$ cat src/rtl/ram32x4_arbiter.sv
// Round-robin arbiter giving two requesters shared use of one single-port synchronous RAM.
// After reset or a clr pulse, it first sweeps every word to CLR_VAL before serving requests.
//
// state   | meaning
// S_CLEAR | sweeping ptr over every word with CLR_VAL; busy, no grants
// S_SERVE | arbitrating A/B round-robin, one RAM access per cycle
module ram32x4_arbiter #(
    parameter int                ADDR_W  = 5,
    parameter int                DATA_W  = 4,
    parameter logic [DATA_W-1:0] CLR_VAL = '0
) (
    input  logic              clk,
    input  logic              reset,
    input  logic              req_a,
    input  logic              we_a,
    input  logic [ADDR_W-1:0] addr_a,
    input  logic [DATA_W-1:0] wdata_a,
    output logic              gnt_a,
    output logic              rvalid_a,
    output logic [DATA_W-1:0] rdata_a,
    input  logic              req_b,
    input  logic              we_b,
    input  logic [ADDR_W-1:0] addr_b,
    input  logic [DATA_W-1:0] wdata_b,
    output logic              gnt_b,
    output logic              rvalid_b,
    output logic [DATA_W-1:0] rdata_b,
    input  logic              clr,
    output logic              busy,
    output logic [ADDR_W-1:0] ram_addr,
    output logic [DATA_W-1:0] ram_wdata,
    output logic              ram_we,
    input  logic [DATA_W-1:0] ram_rdata
);

    typedef enum logic {S_CLEAR, S_SERVE} state_t;

    localparam logic [ADDR_W:0] LAST_PTR = (ADDR_W + 1)'((1 << ADDR_W) - 1);

    state_t            state, state_nxt;
    logic [ADDR_W:0]   ptr;
    logic              last_b;
    logic              rd_pend_a, rd_pend_b;
    logic [DATA_W-1:0] hold_a, hold_b;

    always_ff @(posedge clk or negedge reset) begin
        if (!reset) state <= S_CLEAR;
        else        state <= state_nxt;
    end

    always_comb begin
        state_nxt = state;
        case (state)
            S_CLEAR: if (ptr == LAST_PTR) state_nxt = S_SERVE;
            S_SERVE: if (clr)             state_nxt = S_CLEAR;
            default:                      state_nxt = S_CLEAR;
        endcase
    end

    always_comb begin
        gnt_a     = 1'b0;
        gnt_b     = 1'b0;
        busy      = 1'b0;
        ram_we    = 1'b0;
        ram_addr  = '0;
        ram_wdata = '0;
        case (state)
            S_CLEAR: begin
                busy      = 1'b1;
                ram_we    = reset;
                ram_addr  = ptr[ADDR_W-1:0];
                ram_wdata = CLR_VAL;
            end
            S_SERVE: begin
                // On a tie, the side that was not served last wins.
                gnt_a = req_a & (~req_b | last_b);
                gnt_b = req_b & (~req_a | ~last_b);
                if (gnt_a) begin
                    ram_we    = we_a;
                    ram_addr  = addr_a;
                    ram_wdata = wdata_a;
                end else if (gnt_b) begin
                    ram_we    = we_b;
                    ram_addr  = addr_b;
                    ram_wdata = wdata_b;
                end
            end
            default: ;
        endcase
    end

    always_ff @(posedge clk or negedge reset) begin
        if (!reset) begin
            ptr       <= '0;
            last_b    <= 1'b1;
            rd_pend_a <= 1'b0;
            rd_pend_b <= 1'b0;
            hold_a    <= '0;
            hold_b    <= '0;
        end else begin
            ptr       <= (state == S_CLEAR) ? ptr + (ADDR_W + 1)'(1) : '0;
            if (gnt_a)      last_b <= 1'b0;
            else if (gnt_b) last_b <= 1'b1;
            rd_pend_a <= gnt_a & ~we_a;
            rd_pend_b <= gnt_b & ~we_b;
            if (rd_pend_a) hold_a <= ram_rdata;
            if (rd_pend_b) hold_b <= ram_rdata;
        end
    end

    // Read data comes straight from the RAM in the rvalid cycle and is held afterwards.
    assign rvalid_a = rd_pend_a;
    assign rvalid_b = rd_pend_b;
    assign rdata_a  = rd_pend_a ? ram_rdata : hold_a;
    assign rdata_b  = rd_pend_b ? ram_rdata : hold_b;

endmodule

$ cat config.mk
export PLATFORM = sky130hd
export DESIGN_NAME = ram32x4_arbiter
export DESIGN_NICKNAME = d
export VERILOG_FILES = /design/src/rtl/ram32x4_arbiter.sv
export SDC_FILE = /design/constraint.sdc
export NUM_CORES = 1
export LEC_CHECK = 0
export CAP_MARGIN = 40
export CORE_MARGIN = 2
export CORE_UTILIZATION = 36
export CTS_CLUSTER_DIAMETER = 80
export DETAILED_ROUTE_END_ITERATION = 8
export GPL_TIMING_DRIVEN = 0
export PLACE_DENSITY = 0.78
export REMOVE_ABC_BUFFERS = 1
export SLEW_MARGIN = 5
export SYNTH_ARGS = -nofsm -noshare
export SYNTH_HDL_FRONTEND = slang
export SYNTH_SLANG_ARGS = --single-unit
$ cat constraint.sdc
create_clock -name clk -period 1.95 [get_ports clk]
set_clock_uncertainty 0.15 [all_clocks]
set_input_delay 0.195 -clock clk [delete_from_list [all_inputs] [get_ports clk]]
set_output_delay 0.195 -clock clk [all_outputs]
set_load 0.02 [all_outputs]
======== Word level (Yosys, flattened, before mapping) ========
Cells that the tools add are included.
word-level totals
  flip-flop bits (word level) ............. 18
  input port bits ......................... 29
  output and inout port bits .............. 23
  word-level logic and storage cells ...... 42
operators by class
  add/subtract/negate cells ............... 1
  equal/unequal tests ..................... 1
  muxes and demuxes ....................... 20
  bitwise logic cells ..................... 12
  reductions and logical operators ........ 1
operators by type and width
  operator                                                         number
  4-bit 2-to-1 mux                                                 4
  5-bit 2-to-1 mux                                                 2
  5-bit one-hot mux with 2 select lines                            1
  1-bit 2-to-1 mux                                                 9
  4-bit one-hot mux with 2 select lines                            1
  6-bit by 1-bit adder with 6-bit output, second input constant    1
  6-bit by 5-bit == test with 1-bit output, second input constant  1
  6-bit 2-to-1 mux                                                 1
  1-bit inverter                                                   6
  1-bit AND                                                        4
  1-bit one-hot mux with 2 select lines                            2
  1-bit OR                                                         2
  2-bit nonzero test                                               1

======== Longest topological paths before layout ========
Gate-level depths: netlist of run 1.
  word-level depth ........................ 6
  depth in mapped cells ................... 4

======== Least setup slack after synthesis of run 1 ========
Ideal clock, no wire load.
  kind .................................... register -> output
  start point ............................. register last_b
  end point ............................... output port ram_addr[1]
  arrival time ............................ 1.338 ns
  slack ................................... 0.267 ns
  cell stages (with the launch flop) ...... 5
  path buffers ............................ 1
  path through ............................ dfstp_2 nand2_1 and3_1 buf_2 a221o_1
between the ends
  longest elaborated chain between the ends .. 6
ends and longest elaborated chain
  item                                       line  RTL
  from (decl)                                42    logic last_b;
  from (signal assigned)                     95    last_b <= 1'b1;
  from (signal assigned)                     102   if (gnt_a) last_b <= 1'b0;
  from (signal assigned)                     103   else if (gnt_b) last_b <= 1'b1;
  1-bit inverter                             77    gnt_b = req_b & (~req_a | ~last_b);
  1-bit OR                                   77
  1-bit AND                                  77
  5-bit 2-to-1 mux                           82    end else if (gnt_b) begin
  5-bit 2-to-1 mux (*)                       78    if (gnt_a) begin
  5-bit one-hot mux with 2 select lines (*)  67    case (state)
  to (decl)                                  30    output logic [ADDR_W-1:0] ram_addr,
Every way passes the cells marked *; elsewhere a longest branch is shown, timed or not.

======== Final worst setup path of run 1 ========
Ends and elaborated chain as after synthesis.

==> impl_metrics.json, run 1 <==
{
  "outcome": "finished with violations",
  "violations": "negative setup slack",
  "ff2ff_path_depth": 5,
  "synthMuxAreaShare": 0.103,
  "pwr-share-comb": 0.539,
  "drt_iter0_markers": 11,
  "final_layout_size_suffix_gt1_frac": 0.348,
  "synth_cell_types": 26,
  "synthTopCellsByCount": "dfrtp_1 (17), mux2_2 (8), nor2b_1 (8), nand3_1 (5), nor2_1 (4)",
  "cp_data_required_time_ns": 1.60,
  "die_height_um": 53.2,
  "synth_compound_area_frac": 0.142,
  "cts-root-buf": "clkbuf_4",
  "grt_usage": 0.178,
  "die_area_um2": 2830,
  "top_layer": "met4",
  "ys_warn_count": 0,
  "slew_headroom": 0.714,
  "yosysTopAreaCellShare": 0.488,
  "stdcell_area_um2": 1530,
  "grt_pass1_vias": 828,
  "period_share": 1.02,
  "row_count": 17,
  "ys.flop_type": "dfrtp_1",
  "port_buffers": 51,
  "r2r-start": "last_b",
  "p_int_w": 0.00109,
  "r2r_slack_ns": 0.53,
  "yosysTopAreaCell": "dfrtp_1",
  "arrival_ns": 1.64,
  "place_area_um2": 1410,
  "ant_nets": 0,
  "synthCells": 74,
  "hold_buffers": 0,
  "n_fill_cell": 192,
  "synth_edf_count": 0,
  "cap_violations": 0,
  "diodes": 0,
  "synth_top_family_by_area": "simple AND/OR/NAND/NOR gates",
  "r2r_end": "last_b",
  "async_flop_share": 1.00,
  "place_congestion": 0.682,
  "clk_latency_ns": 0.29,
  "finalWorstSetupSlack_ns": -0.0322,
  "hp-class": "primary input to async pin",
  "p_sw_frac": 0.387,
  "drv_slew": 0,
  "synth_top_cells_by_area": "dfrtp_1 (49%), mux2_2 (10%), nor2b_1 (5.7%)",
  "start_util": 0.387,
  "finalNetCount": 172,
  "cts_tree": "built",
  "antenna_found_initial": 0,
  "overflow": 0,
  "via_per_inst": 4.95,
  "vias": 837,
  "p_per_area_nw_per_um2": 1160,
  "met3_wirelength_um": 200,
  "final_util": 0.678,
  "core_um2": 2250,
  "wirelength_mm": 2.41,
  "ir_worst_vdd_uv": 867,
  "finalCriticalPeriod_ns": 1.98,
  "fmax_mhz": 504,
  "rsz0062_at_grt": "true",
  "clockBufferDepth": 2,
  "endpoint_kind": "output port",
  "wl_met1_mm": 1.01,
  "setup_viol": 4,
  "synth_area_per_cell_um2": 11.8,
  "ios": 52,
  "dpl.hpwl_mm": 1.73,
  "crit_path_start_kind": "flop",
  "yosys.area_share.adder": 0.0143,
  "syn_to_final_growth_pct": 75.3,
  "seq_area_frac_synth": 0.518,
  "syn-cell-area_um2": 872,
  "die_w_um": 53.2,
  "pwr-share-seq": 0.354,
  "drc": 0,
  "cp_max_fo": 8,
  "post_drt_wl_per_cell_um": 14.2,
  "yosysMostFrequentCell": "dfrtp_1",
  "hold_viol": 0,
  "grt_start_max_net_pins": 13,
  "path_class": "flop to output port",
  "clk_pin_slew_ns": 0.10,
  "htree_levels": 1,
  "clkPwrFrac": 0.107,
  "switchingPower_w": 0.000684,
  "yosys.area_share.simple": 0.155,
  "synth_seq_cells": 18,
  "grt_pass1_wl_mm": 3.63,
  "worstMarginPinSlew_ns": 0.428,
  "met2WireLength_mm": 1.17,
  "first_pass_iters": 4,
  "synth_xor_area_frac": 0.0301,
  "p_leak_nw": 0.723,
  "clock-sinks": 18,
  "numCtsBuffers": 3
}
-- critical path, stage by stage (launching register included) --
cell	delay, ns
dfstp_2	0.40
nand2b_4	0.13
and3_4	0.21
buf_4	0.14
a221o_1	0.32
buf_6	0.14
-- cell type report --
type | instances | area, um^2 | area share
multi-input combinational | 51 | 407 | 0.266
clock buffer | 4 | 26.3 | 0.0172
timing repair buffer | 65 | 594 | 0.389
tap | 28 | 35.0 | 0.0229
inverter | 3 | 11.3 | 0.00736
sequential | 18 | 455 | 0.298
-- layer usage --
layer  GRT usage  vias up
met5           0        -
met4      0.0598        0
met3      0.0395        2
met2       0.307       38
met1       0.216      394
li1            -      403
-- timing repair --
action,in CTS,in global routing
setup endpoints to repair,21,10
gates cloned,1,0
resized for setup,62,13
buffers inserted,10,3
pin swaps,1,3
endpoints found under the hold margin,0,0
-- placed cells by master, fill, tap and decap left out, types with 2 or more instances in the layout --
cell type        Yosys  final
nor2b_1              8      8
clkbuf_4             0      3
dlygate4sd2_1        0     10
a22o_1               3      3
inv_1                3      3
a221o_2              2      2
mux2_2               8      8
nor2_1               4      4
a21oi_1              2      2
buf_2                2      4
dfrtp_2              0      3
a221o_1              3      3
and3_4               1      3
xor2_1               2      2
nand3_1              5      5
dfrtp_1             17     14
clkdlybuf4s50_1      0     29
buf_6                1      7
buf_4                0     13
-- cells by family after synthesis --
group | after synthesis
buffers and inverters | 6
AOI/OAI and AO/OA | 15
DFF | 18
muxes | 8
xor gates and xnor gates | 3
adders and majority gates | 1
and+or+nand+nor | 23
-- power groups by stage --
stage	Sequential (W)	Clock (W)	Combinational [W]
2_1_floorplan	0.000611	0	0.000558
3_3_place_gp	0.000632	0	0.000948
3_5_place_dp	0.000640	0	0.000975
4_1_cts	0.000626	0.000195	0.000914
5_1_grt	0.000647	0.000211	0.00103
6_report	0.000626	0.000190	0.000954
-- per-stage QoR --
stage                     std cells  hold WS, ns  worst slack, ns  power, W  setup TNS, ns
after floorplan                  71       -0.251            0.274   0.00117              0
after global placement          150        0.324           -0.694   0.00158          -3.94
after detailed placement        151        0.335           -0.414   0.00161          -3.73
after CTS                       166       0.0517          -0.0861   0.00173         -0.176
after global routing            169       0.0609          -0.0825   0.00189         -0.505
final                           169       0.0474          -0.0322   0.00177        -0.0860
-- worst max path at each step --
stage | startpoint | to | cells past startpoint
after floorplan | last_b | ram_addr[4] | 3
after global placement | reset | ram_we | 4
after detailed placement | req_a | ram_we | 5
after CTS | last_b | ram_we | 5
after global routing | last_b | ram_addr[1] | 5
final | last_b | ram_addr[1] | 5
-- state kept, by name (all words and copies together) (netlist names) --
name	count
hold_a	4
hold_b	4
last_b	1
ptr	6
rvalid_a	1
rvalid_b	1
state	1
No activity file was read; power rests on OpenSTA's default activity.
==> inputs of run 2 (changes only) <==
--- a/config.mk
+++ b/config.mk
@@ -10,7 +10,7 @@
 export CORE_UTILIZATION = 36
 export CTS_CLUSTER_DIAMETER = 80
 export DETAILED_ROUTE_END_ITERATION = 8
-export GPL_TIMING_DRIVEN = 0
+export GPL_TIMING_DRIVEN = 1
 export PLACE_DENSITY = 0.78
 export REMOVE_ABC_BUFFERS = 1
 export SLEW_MARGIN = 5
==> impl_metrics.json, run 2 (same netlist as run 1, synthesis figures left out) <==
{
  "outcome": "finished with violations",
  "violations": "negative setup slack",
  "cap_violations": 0,
  "switchingPower_w": 0.000684,
  "p_int_w": 0.00114,
  "cts-root-buf": "clkbuf_4",
  "slew_headroom": 0.848,
  "first_pass_iters": 4,
  "p_sw_frac": 0.375,
  "worstMarginPinSlew_ns": 0.228,
  "stdcell_area_um2": 1530,
  "via_per_inst": 4.93,
  "crit_slowest_cell": "dfstp_2",
  "regArea_um2": 454,
  "drv_slew": 0,
  "wirelength_mm": 2.39,
  "p_leak_nw": 0.716,
  "crit_top_cell": "buf_6",
  "cts_tree": "built",
  "multi_input_area_um2": 395,
  "syn_to_final_growth_pct": 75.9,
  "clock-sinks": 18,
  "grt_pass1_wl_mm": 3.65,
  "grt_pass1_vias": 798,
  "finalWorstSetupSlack_ns": -0.127,
  "critical_path.cell_chain": "nand2_2 -> and3_4 -> buf_12 -> buf_6 -> a22o_1 -> buf_6",
  "setup_viol": 8,
  "diodes": 0,
  "r2r_slack_ns": 0.52,
  "cp-endpoint": "ram_wdata[1]",
  "pwr-share-comb": 0.530,
  "startpoint": "last_b",
  "drt_iter0_markers": 13,
  "clk_latency_ns": 0.29,
  "fmax_mhz": 481,
  "period_share": 1.07,
  "ff2ff_path_depth": 5,
  "post_drt_wl_per_cell_um": 14.5,
  "cpPeakStageDelay_ns": 0.59,
  "path_buf_inv": 3,
  "vias": 813,
  "hp-class": "primary input to async pin",
  "hold_buffers": 0,
  "pwr-share-seq": 0.345,
  "crit_path_start_kind": "flop",
  "r2r_end": "last_b",
  "antenna_found_initial": 0,
  "final_common_cell": "clkdlybuf4s50_1",
  "htree_levels": 1,
  "die_height_um": 53.2,
  "final_cell_mix": "clkdlybuf4s50_1 (30), dfrtp_1 (15), buf_6 (11), dlygate4sd2_1 (10)",
  "finalNetCount": 168,
  "path_class": "flop to output port",
  "fin_cells": 165,
  "die_area_um2": 2830,
  "ir_worst_vdd_uv": 798,
  "overflow": 0,
  "numCtsBuffers": 3,
  "die_w_um": 53.2,
  "regMostFlops": "ptr",
  "place_congestion": 0.723,
  "row_count": 17,
  "clkPwrFrac": 0.124,
  "ios": 52,
  "finalCriticalPeriod_ns": 2.08,
  "clk_pin_slew_ns": 0.10,
  "r2r-start": "last_b",
  "dpl.hpwl_mm": 1.83,
  "cp_data_required_time_ns": 1.60,
  "p_per_area_nw_per_um2": 1190,
  "clockBufferDepth": 2,
  "rsz0062_at_grt": "true",
  "drc": 0,
  "start_util": 0.387,
  "crit_family": "flip-flops",
  "port_buffers": 51,
  "place_area_um2": 1450,
  "fin_total_pwr_w": 0.00182,
  "final_layout_size_suffix_gt1_frac": 0.321,
  "grt_start_max_net_pins": 19,
  "n_fill_cell": 188,
  "reg_top3": "ptr x6, hold_a x4, hold_b x4",
  "arrival_ns": 1.73,
  "ant_nets": 0,
  "place_inst": 156,
  "endpoint_kind": "output port",
  "grt_usage": 0.184,
  "cp_max_fo": 8,
  "core_um2": 2250,
  "cp.depth": 6,
  "largest_register_ffs": 6,
  "hold_viol": 0
}
-- run 2: worst min path at each step --
stage	start	end	slack (ns)	cells past startpoint
2_1_floorplan	reset	hold_a[0]	-0.25	0
3_3_place_gp	last_b	last_b	0.33	2
3_5_place_dp	hold_b[1]	hold_b[1]	0.34	1
4_1_cts	reset	ptr[0]	0.10	2
5_1_grt	reset	ptr[3]	0.10	2
6_report	reset	ptr[0]	0.10	2
-- run 2: repair_timing --
item / 4_1_cts / 5_1_grt
setup endpoints to repair: 21 / 12
buffers inserted: 5 / 0
cloned: 0 / 0
pin swaps: 1 / 2
resized for setup: 63 / 14
-- run 2: through the flow --
stage,setup WS [ns],utilization,setup TNS [ns],hold slack [ns]
global placement,-0.342,0.645,-2.96,0.326
finish,-0.127,0.680,-0.844,0.102
global route,-0.187,0.680,-1.39,0.101
floorplan,0.274,-,0,-0.251
detailed placement,-0.397,0.645,-3.44,0.337
CTS,-0.132,0.669,-0.867,0.100
-- run 2: per-layer routing --
metal  vias to the layer above  GRT usage  part of all wire
met4                         0     0.0769             0.023
met3                         7     0.0508             0.083
li1                        393          -                 -
met5                         -          0                 0
met1                       374      0.204              0.40
met2                        39      0.327              0.49
-- run 2: power by group through the flow --
stage | combinational [W] | sequential, W | clock, W
detailed placement | 0.00100 | 0.000633 | 0
CTS | 0.000907 | 0.000629 | 0.000235
floorplan | 0.000558 | 0.000611 | 0
global route | 0.00106 | 0.000645 | 0.000254
finish | 0.000968 | 0.000630 | 0.000227
global placement | 0.000981 | 0.000622 | 0
-- run 2: layout make-up --
cell class | count | share of cell area
timing repair buffer | 62 | 0.392
sequential | 18 | 0.296
multi-input combinational | 50 | 0.258
clock buffer | 4 | 0.0237
tap | 28 | 0.0228
inverter | 3 | 0.00734
